File: src/rtl/inert_pkg.sv
// Shared FSM states, SPI command words and timing constants for inert_intf.
// Define INERT_FAST_SIM_EN to shorten the power-up wait to 512 clocks.
package inert_pkg;

   typedef enum logic [3:0] {
      PWRUP,
      INIT1,
      INIT2,
      INIT3,
      INIT4,
      IDLE,
      RD1,
      RD2,
      RD3,
      RD4,
      RD5,
      RD6,
      RD7,
      RD8,
      DONE
   } state_t;

   localparam logic [15:0] INIT_CMD1 = 16'h0D02;
   localparam logic [15:0] INIT_CMD2 = 16'h1053;
   localparam logic [15:0] INIT_CMD3 = 16'h1150;
   localparam logic [15:0] INIT_CMD4 = 16'h1460;

   localparam logic [15:0] RD_CMD1 = 16'hA400;
   localparam logic [15:0] RD_CMD2 = 16'hA500;
   localparam logic [15:0] RD_CMD3 = 16'hA600;
   localparam logic [15:0] RD_CMD4 = 16'hA700;
   localparam logic [15:0] RD_CMD5 = 16'hAA00;
   localparam logic [15:0] RD_CMD6 = 16'hAB00;
   localparam logic [15:0] RD_CMD7 = 16'hAC00;
   localparam logic [15:0] RD_CMD8 = 16'hAD00;

   localparam int SCLK_DIV = 32;
   localparam int SCLK_W   = $clog2(SCLK_DIV);

   // Divider values on which the next clk edge drops / raises SCLK.
   localparam logic [SCLK_W-1:0] SCLK_FALL = SCLK_W'(SCLK_DIV / 2 - 1);
   localparam logic [SCLK_W-1:0] SCLK_RISE = SCLK_W'(SCLK_DIV - 1);

   localparam int              FRAME_BITS = 16;
   localparam logic [4:0]      BCNT_LAST  = 5'(FRAME_BITS);

`ifdef INERT_FAST_SIM_EN
   localparam logic [15:0] PWRUP_LAST = 16'd511;
`else
   localparam logic [15:0] PWRUP_LAST = 16'hFFFF;
`endif

   function automatic logic [15:0] state_cmd(input state_t s);
      logic [15:0] c;
      c = 16'h0000;
      unique case (s)
         INIT1:   c = INIT_CMD1;
         INIT2:   c = INIT_CMD2;
         INIT3:   c = INIT_CMD3;
         INIT4:   c = INIT_CMD4;
         RD1:     c = RD_CMD1;
         RD2:     c = RD_CMD2;
         RD3:     c = RD_CMD3;
         RD4:     c = RD_CMD4;
         RD5:     c = RD_CMD5;
         RD6:     c = RD_CMD6;
         RD7:     c = RD_CMD7;
         RD8:     c = RD_CMD8;
         default: c = 16'h0000;
      endcase
      return c;
   endfunction

   function automatic logic is_frame(input state_t s);
      return s inside {INIT1, INIT2, INIT3, INIT4,
                       RD1, RD2, RD3, RD4, RD5, RD6, RD7, RD8};
   endfunction

endpackage

File: src/rtl/spi_mnrch.sv
// 16-bit SPI monarch: MSB first, SCLK = clk/32 idling high, MOSI on fall,
// MISO sampled on rise, one-clk done as SS_n returns high.
module spi_mnrch
   import inert_pkg::*;
(
   input  logic        clk,
   input  logic        rst,
   input  logic        snd,
   input  logic [15:0] cmd,
   output logic        done,
   output logic [15:0] resp,
   output logic        SS_n,
   output logic        SCLK,
   output logic        MOSI,
   input  logic        MISO
);

   logic [SCLK_W-1:0] r_div;
   logic [4:0]        r_bcnt;
   logic [15:0]       r_shft;
   logic              r_miso;
   logic              r_ss_n;
   logic              r_done;

   logic              w_fall;
   logic              w_rise;
   logic              w_last;

   assign w_fall = !r_ss_n && (r_div == SCLK_FALL);
   assign w_rise = !r_ss_n && (r_div == SCLK_RISE);
   assign w_last = w_fall && (r_bcnt == BCNT_LAST);

   // The first fall only ends the front porch; later falls shift the
   // previously sampled bit in, and the would-be 17th fall ends the frame.
   always_ff @(posedge clk or posedge rst) begin
      if (rst) begin
         r_ss_n <= 1'b1;
         r_div  <= '0;
         r_bcnt <= '0;
         r_shft <= '0;
         r_miso <= 1'b0;
         r_done <= 1'b0;
      end else begin
         r_done <= 1'b0;
         if (r_ss_n) begin
            if (snd) begin
               r_ss_n <= 1'b0;
               r_div  <= '0;
               r_bcnt <= '0;
               r_shft <= cmd;
            end
         end else if (w_last) begin
            r_ss_n <= 1'b1;
            r_done <= 1'b1;
            r_div  <= '0;
            r_shft <= {r_shft[14:0], r_miso};
         end else begin
            r_div <= r_div + 1'b1;
            if (w_rise) begin
               r_miso <= MISO;
               r_bcnt <= r_bcnt + 5'd1;
            end
            if (w_fall && (r_bcnt != 5'd0)) begin
               r_shft <= {r_shft[14:0], r_miso};
            end
         end
      end
   end

   assign SS_n = r_ss_n;
   assign SCLK = r_ss_n | ~r_div[SCLK_W-1];
   assign MOSI = ~r_ss_n & r_shft[15];
   assign done = r_done;
   assign resp = r_shft;

endmodule

File: src/rtl/inert_intf.sv
// Inertial sensor interface: power-up wait, init writes, INT-driven reads.
// INERT_FAST_SIM_EN (see inert_pkg) shortens the power-up wait.
module inert_intf
   import inert_pkg::*;
(
   input  logic               clk,
   input  logic               rst,
   input  logic               INT,
   input  logic               MISO,
   output logic               SS_n,
   output logic               SCLK,
   output logic               MOSI,
   output logic               vld,
   output logic signed [15:0] roll_rt,
   output logic signed [15:0] yaw_rt,
   output logic signed [15:0] AY,
   output logic signed [15:0] AZ
);

   state_t             r_state;
   state_t             w_nxt;

   logic [15:0]        r_tmr;
   logic               r_int_ff1;
   logic               r_int_ff2;

   logic               w_tmr_wrap;
   logic               w_snd;
   logic               w_done;
   logic               w_cap;
   logic [15:0]        w_cmd;
   logic [15:0]        w_resp;
   logic [7:0]         w_unused_resp_hi;

   logic [7:0]         r_roll_lo;
   logic [7:0]         r_roll_hi;
   logic [7:0]         r_yaw_lo;
   logic [7:0]         r_yaw_hi;
   logic [7:0]         r_ay_lo;
   logic [7:0]         r_ay_hi;
   logic [7:0]         r_az_lo;

   logic signed [15:0] r_roll;
   logic signed [15:0] r_yaw;
   logic signed [15:0] r_ay;
   logic signed [15:0] r_az;
   logic               r_vld;

   always_ff @(posedge clk or posedge rst) begin
      if (rst) begin
         r_int_ff1 <= 1'b0;
         r_int_ff2 <= 1'b0;
      end else begin
         r_int_ff1 <= INT;
         r_int_ff2 <= r_int_ff1;
      end
   end

   assign w_tmr_wrap = (r_state == PWRUP) && (r_tmr == PWRUP_LAST);

   always_ff @(posedge clk or posedge rst) begin
      if (rst) begin
         r_tmr <= '0;
      end else if (r_state == PWRUP) begin
         r_tmr <= w_tmr_wrap ? 16'h0000 : r_tmr + 16'd1;
      end
   end

   always_ff @(posedge clk or posedge rst) begin
      if (rst) begin
         r_state <= PWRUP;
      end else begin
         r_state <= w_nxt;
      end
   end

   always_comb begin
      w_nxt = r_state;
      unique case (r_state)
         PWRUP:   if (w_tmr_wrap) w_nxt = INIT1;
         INIT1:   if (w_done) w_nxt = INIT2;
         INIT2:   if (w_done) w_nxt = INIT3;
         INIT3:   if (w_done) w_nxt = INIT4;
         INIT4:   if (w_done) w_nxt = IDLE;
         IDLE:    if (r_int_ff2) w_nxt = RD1;
         RD1:     if (w_done) w_nxt = RD2;
         RD2:     if (w_done) w_nxt = RD3;
         RD3:     if (w_done) w_nxt = RD4;
         RD4:     if (w_done) w_nxt = RD5;
         RD5:     if (w_done) w_nxt = RD6;
         RD6:     if (w_done) w_nxt = RD7;
         RD7:     if (w_done) w_nxt = RD8;
         RD8:     if (w_done) w_nxt = DONE;
         DONE:    w_nxt = IDLE;
         default: w_nxt = PWRUP;
      endcase
   end

   // A frame is launched only on entry to a frame state, so snd is a
   // single-clock pulse and never overlaps a frame in flight.
   always_comb begin
      w_snd = 1'b0;
      w_cmd = state_cmd(w_nxt);
      w_cap = (r_state == RD8) && w_done;
      if ((w_nxt != r_state) && is_frame(w_nxt)) begin
         w_snd = 1'b1;
      end
   end

   always_ff @(posedge clk or posedge rst) begin
      if (rst) begin
         r_roll_lo <= 8'h00;
         r_roll_hi <= 8'h00;
         r_yaw_lo  <= 8'h00;
         r_yaw_hi  <= 8'h00;
         r_ay_lo   <= 8'h00;
         r_ay_hi   <= 8'h00;
         r_az_lo   <= 8'h00;
      end else if (w_done) begin
         unique case (r_state)
            RD1:     r_roll_lo <= w_resp[7:0];
            RD2:     r_roll_hi <= w_resp[7:0];
            RD3:     r_yaw_lo  <= w_resp[7:0];
            RD4:     r_yaw_hi  <= w_resp[7:0];
            RD5:     r_ay_lo   <= w_resp[7:0];
            RD6:     r_ay_hi   <= w_resp[7:0];
            RD7:     r_az_lo   <= w_resp[7:0];
            default: ;
         endcase
      end
   end

   // Visible outputs move only as a complete set, alongside vld.
   always_ff @(posedge clk or posedge rst) begin
      if (rst) begin
         r_vld  <= 1'b0;
         r_roll <= '0;
         r_yaw  <= '0;
         r_ay   <= '0;
         r_az   <= '0;
      end else begin
         r_vld <= w_cap;
         if (w_cap) begin
            r_roll <= {r_roll_hi, r_roll_lo};
            r_yaw  <= {r_yaw_hi, r_yaw_lo};
            r_ay   <= {r_ay_hi, r_ay_lo};
            r_az   <= {w_resp[7:0], r_az_lo};
         end
      end
   end

   spi_mnrch u_spi (
      .clk  (clk),
      .rst  (rst),
      .snd  (w_snd),
      .cmd  (w_cmd),
      .done (w_done),
      .resp (w_resp),
      .SS_n (SS_n),
      .SCLK (SCLK),
      .MOSI (MOSI),
      .MISO (MISO)
   );

   assign w_unused_resp_hi = w_resp[15:8];

   assign vld     = r_vld;
   assign roll_rt = r_roll;
   assign yaw_rt  = r_yaw;
   assign AY      = r_ay;
   assign AZ      = r_az;

endmodule

File: config.mk
export PLATFORM = sky130hd
export DESIGN_NAME = inert_intf
export DESIGN_NICKNAME = d
export VERILOG_FILES = /design/src/rtl/inert_pkg.sv /design/src/rtl/spi_mnrch.sv /design/src/rtl/inert_intf.sv
export SDC_FILE = /design/constraint.sdc
export NUM_CORES = 1
export LEC_CHECK = 0
export CORE_UTILIZATION = 40
export CTS_CLUSTER_DIAMETER = 100
export DETAILED_ROUTE_END_ITERATION = 10
export GPL_TIMING_DRIVEN = 0
export PLACE_DENSITY = 0.55
export SLEW_MARGIN = 0
export SYNTH_ARGS = -nofsm -noshare
export SYNTH_HDL_FRONTEND = slang
export SYNTH_SLANG_ARGS = --single-unit
File: constraint.sdc
create_clock -name clk -period 9.86 [get_ports clk]
set_input_delay 2.465 -clock clk [delete_from_list [all_inputs] [get_ports clk]]
set_output_delay 2.465 -clock clk [all_outputs]
set_load 0.05 [all_outputs]
== Word level (Yosys, flattened, before mapping) ==
Memories as Yosys holds them, arrays and structs flattened.
Index checks and enable logic that the tools add are counted.
Storage, ports and cells
  output and inout bits: 68
  input port bits: 4
  memories: 1
  flip-flop bits (word level): 172
  bits in read-only memories: 192
  word-level logic and storage cells: 118
Cells by class
  multiplexer cells: 31
  bitwise logic cells: 5
  reductions and logical operators: 23
  equality and inequality tests: 33
  add/subtract/negate cells: 3
Memory list
  (name not given): depth 16, width 12, rd ports 1, clocked after Yosys merged registers in 0, write ports 0, line inert_pkg.sv:56  | unique case (s)
Operator list (number)
  $mux W16: 5
  $pmux W4 S15: 1
  $mux W4: 14
  $eq A4 B4 Y1 const B: 13
  $mux W5: 6
  $eq A4 B3 Y1 const B: 7
  $add A16 B1 Y16 const B: 1
  $eq A16 B16 Y1 const B: 1
  $eq A4 B2 Y1 const B: 4
  $reduce_and A2 Y1: 8
  $reduce_bool A12 Y1: 1
  $add A5 B1 Y5 const B: 2
  $eq A5 B5 Y1 const B: 2
  $eq A4 B1 Y1 const B: 2
  $logic_and A1 B1 Y1: 7
  $reduce_and A3 Y1: 2
  $eq A5 B4 Y1 const B: 1
  $mux W1: 5
  $reduce_bool A5 Y1: 1
  $logic_not A4 Y1: 1
  $ne A2 B1 Y1 const B: 2
  $ne A4 B4 Y1: 1
  $not A1 Y1: 3
  $reduce_bool A3 Y1: 1
  4 further kinds: 4

== Logic depth before layout (Yosys ltp) ==
  depth after elaboration: 10
  mapped depth: 14
  mapped depth without buffers: 12

== By module ==
From an unflattened synthesis, not the netlist that was laid out.
Unflattened totals
  cell total of the unflattened synthesis: 552
  area total of the unflattened synthesis: 7493.4 um^2
Modules (own cells, without submodules)
  inert_intf: seq. area each 3578.4 um^2, times used 1, area an instance 5968.2 um^2, cells an instance 421
  spi_mnrch: seq. area each 726.9 um^2, times used 1, area an instance 1525.2 um^2, cells an instance 131

== Worst setup path after synthesis ==
OpenSTA, ideal clock, no wires.
  path kind: reg-to-output
  start point: register u_spi.r_ss_n, in the netlist u_spi.SS_n
  end point: output port SCLK
  cell stages (with the launch flop): 4
  path buffers: 1
  data arrival time: 1.460 ns
  slack: 5.935 ns
  data required time: 7.395 ns
  cell sequence: dfstp_2 > inv_1 > clkbuf_1 > nand2_1
On the way
  word-level cells in the longest chain between the ends: 1
RTL lines
  from (decl): line spi_mnrch.sv:22  | logic r_ss_n;
  from (signal assigned): line spi_mnrch.sv:37  | r_ss_n <= 1'b1;
  from (signal assigned): line spi_mnrch.sv:47  | r_ss_n <= 1'b0;
  from (signal assigned): line spi_mnrch.sv:53  | r_ss_n <= 1'b1;
  $or A1 B1 Y1: line spi_mnrch.sv:71  | assign SCLK = r_ss_n | ~r_div[SCLK_W-1];
  to (decl): line inert_intf.sv:11  | output logic SCLK,
No other way between the ends.

== Final worst setup path ==
Same ends and word-level chain as after synthesis.

==> results.md <==
* Final net count at 669
* Clk_skew at between 0.01 and 0.015 ns
* Initial Util at 40.9%
* Synth Warn # at 0
* Num ports at 72
* Asr flop ratio synth at 100%
* Final Hold Fails at 0
* Worst setup SP type: register
* Arrival @ worst endpoint at 2.39 ns
* Min Clock Period, post-route at between 4 and 5 ns
* RSZ-0062 raised after global routing: false
* Clk Latency, worst-skew pair at 0.43 ns
* Total wire length at roughly 15,000 microns
* TritonCTS clock tree: done
* Full die area at 19,000 sq um
* Max Cap Viol at 0
* Setup bufs post-CTS at 0
* Congestion Overflow GR at 0
* PwrDens at 154 nW/um^2
* Element type at the critical path end: primary output
* Worst hold path type: register to register
* Busiest grt layer: met2
* DIE HEIGHT at 138 microns
* First-pass GRT wire length at 24,900 microns
* CP peak stage delay at 0.81 ns
* Syn Area/Cell at between 10 and 15 sq um
* Cell family with most CP delay: buffers and inverters
* Worst-path clk slew at around 0.070 ns
* Vias in the first global route at 4,579
* Drt wl/cell at 17.2 microns
* Port Buffer Count at roughly 70
* Setup CP Type: register to primary output
* H-tree Lvls at 4
* Iteration-0 DRC Markers at 236
* Worst slew margin at 40.5%
* Worst-path cell chain: inv_1 -> clkbuf_1 -> nand2_1 -> clkdlybuf4s50_1
* Number of synthesized register bits at 172
* Met2 Use GR at 27.5%
* Maximum VDD drop at 0.119 mV
* FP Rows at 49
* Final Core Density at 50.0%
* Place WS at about 5.4 ns
* HPWL after DPL at 10,300 microns
* Post-synth EDFFs at 0
* GR Util All Layers at 17.6%
* Period utilization at 49.3%
* Number of inserted diodes at 0
* Grt met3 use at 3.57%
* Hold_buf cts at 0
* Slowest cell on the critical path: clkdlybuf4s50_1
* NetSw at 335 uW
* Logic pwr share at between 1 and 1.5%
* ANT nets after route at 0
* Syn Inst Count at 556
* First-pass DRT Iterations at 4
* Via-to-Cell Ratio at 5.12
* Switching share of power at 24.2%
* Worst Max-Slew Pin Slew at 0.889 ns
* Root Buffer: clkbuf_16
* Final setup fails at 0
* Largest net degree at the start of global routing at about 110
* Total core area at 18,000 sq um
* Layout Area Growth over Synthesis at 22.2%
* Via count at 4,560
* Post-synth net total at 577
* Layout cells sized above 1 at 27.4%
* Worst path bufs/invs at 3
* Total Neg Setup Slack at 0 ns
* PnR worst setup slack at 5.00 ns
* RePlAce Congestion at 0.803
* Critical path fanouts, max at 10
* Sequential power share at approximately half
* Total CTS buffers at 17
* Max Slew Vio Count at 0
* Synth Cell Area at roughly 7400 sq um
* DRC violation count after routing at 0
* Run status: finished clean
* Sequential area share after synthesis at around three fifths
* CTS sink count at ~170
* Predominant post-synthesis flop cell: dfrtp_1
* Clk network pwr share at 47.7%
* Int Power at 1050 uW
* GR Util met1 at 24.1%
* Antenna violations before repair at 0
* Data required time at the worst endpoint at 7.40 ns
* Layout fillers at 1,565
* Buffer depth of the longest clock path at 2
* Fin Hold WS at 0.359 ns
* Post-CTS sizing at 0
* LEAKAGE at 0.00428 uW
* Die Wd at 138 microns
* Total power draw at 1390 uW
* FMAX at between 200 and 250 MHz
* Cell variety after synth at 54
cells in the mapped netlist, types with 8 or more instances:
cell type / instances / share of area (%)
inv_1: 22 / 1.1
xor2_1: 9 / 1.1
clkbuf_1: 8 / 0.41
buf_2: 8 / 0.54
nand2_1: 34 / 1.7
nor2_1: 25 / 1.3
o21ai_0: 16 / 1.1
a21oi_1: 12 / 0.82
mux2_2: 121 / 18
dfrtp_1: 171 / 58
ha_1: 17 / 2.9
final cells by class:
cell class	count	area (sq um)	share of cell area, %
well taps	229	287	3.18
clock inverters	15	174	1.93
clock buffers	17	425	4.72
inverters	22	90.1	1.00
repair buffers	73	746	8.28
multi-input cells	337	2860	31.8
flip-flops and latches	172	4310	47.8
plain buffers	25	115	1.28
cell usage in the layout, fill, tap and decap left out, drive strengths merged, types with 3 or more instances in the layout:
cell type      count
o2bb2ai            3
or2                3
nor2              25
xor2               9
and4               3
and2               3
o22ai              3
inv               30
buf               18
nand3              7
o31ai              4
o211ai             5
o21ai             18
nand4              7
dfrtp            171
clkinv             6
clkbuf            26
a21oi             12
xnor2              6
nor3               6
clkdlybuf4s50     71
ha                17
nor2b              6
o21a               3
nand2             34
mux2i              7
mux2             127
sequential cells by signal, indices dropped and copies added, names as in the netlist, 5 cells and up:
name and cells:
AY 16, AZ 16, r_ay_hi 8, r_ay_lo 8, r_az_lo 8, r_roll_hi 8
r_roll_lo 8, r_tmr 16, r_yaw_hi 8, r_yaw_lo 8, roll_rt 16, u_spi.r_bcnt 5
u_spi.r_div 5, u_spi.resp 16, yaw_rt 16
power by group through the flow:
stage          registers, uW  logic [uW]  clock network, uW
2_1_floorplan            720        11.7                  0
3_3_place_gp             720        17.5                  0
3_5_place_dp             720        19.7                  0
4_1_cts                  706        19.9                682
5_1_grt                  706        21.9                713
6_report                 706        18.3                662
metal layers:
| metal | part of all wire, % | vias up | wire length, microns |
|---|---|---|---|
| li1 | - | 2147 | - |
| met1 | 48 | 2321 | 7330 |
| met2 | 48 | 74 | 7340 |
| met3 | 2.7 | 18 | 412 |
| met4 | 1.6 | 0 | 242 |
| met5 | 0 | - | 0 |
kinds of logic (layout without fill, tap and decap cells):
logic type,count (synthesis),after routing,synth area share (%)
xor+xnor,15,15,1.78
buf+inv,47,152,2.68
simple gates,107,107,7.46
flops,172,172,58.4
fa+ha+maj,17,17,2.89
mux,134,134,20.7
compound gates,64,64,6.08
stage by stage:
step                      cell area (sq um)  instances
final                                  9010        890
after floorplan                        7370        556
after detailed placement               8400        857
after global routing                   9010        890
after CTS                              9000        889
after global placement                 8360        856
final timing paths:
check	start	endpoint	slack, ns	depth (start not counted)
max	u_spi.SS_n$_DFF_PP1_	SCLK	5.00	4
min	r_int_ff1$_DFF_PP0_	r_int_ff2$_DFF_PP0_	0.36	0
max reg2reg	r_state[1]$_DFF_PP0_	u_spi.resp[5]$_DFFE_PP0P_	6.12	11
min reg2reg	r_int_ff1$_DFF_PP0_	r_int_ff2$_DFF_PP0_	0.36	0
max in group asynchronous	rst	yaw_rt[15]$_DFFE_PP0P_	6.51	3
min in group asynchronous	rst	r_tmr[8]$_DFFE_PP0P_	2.46	2
Note: power is estimated with default switching activity, not from simulation.
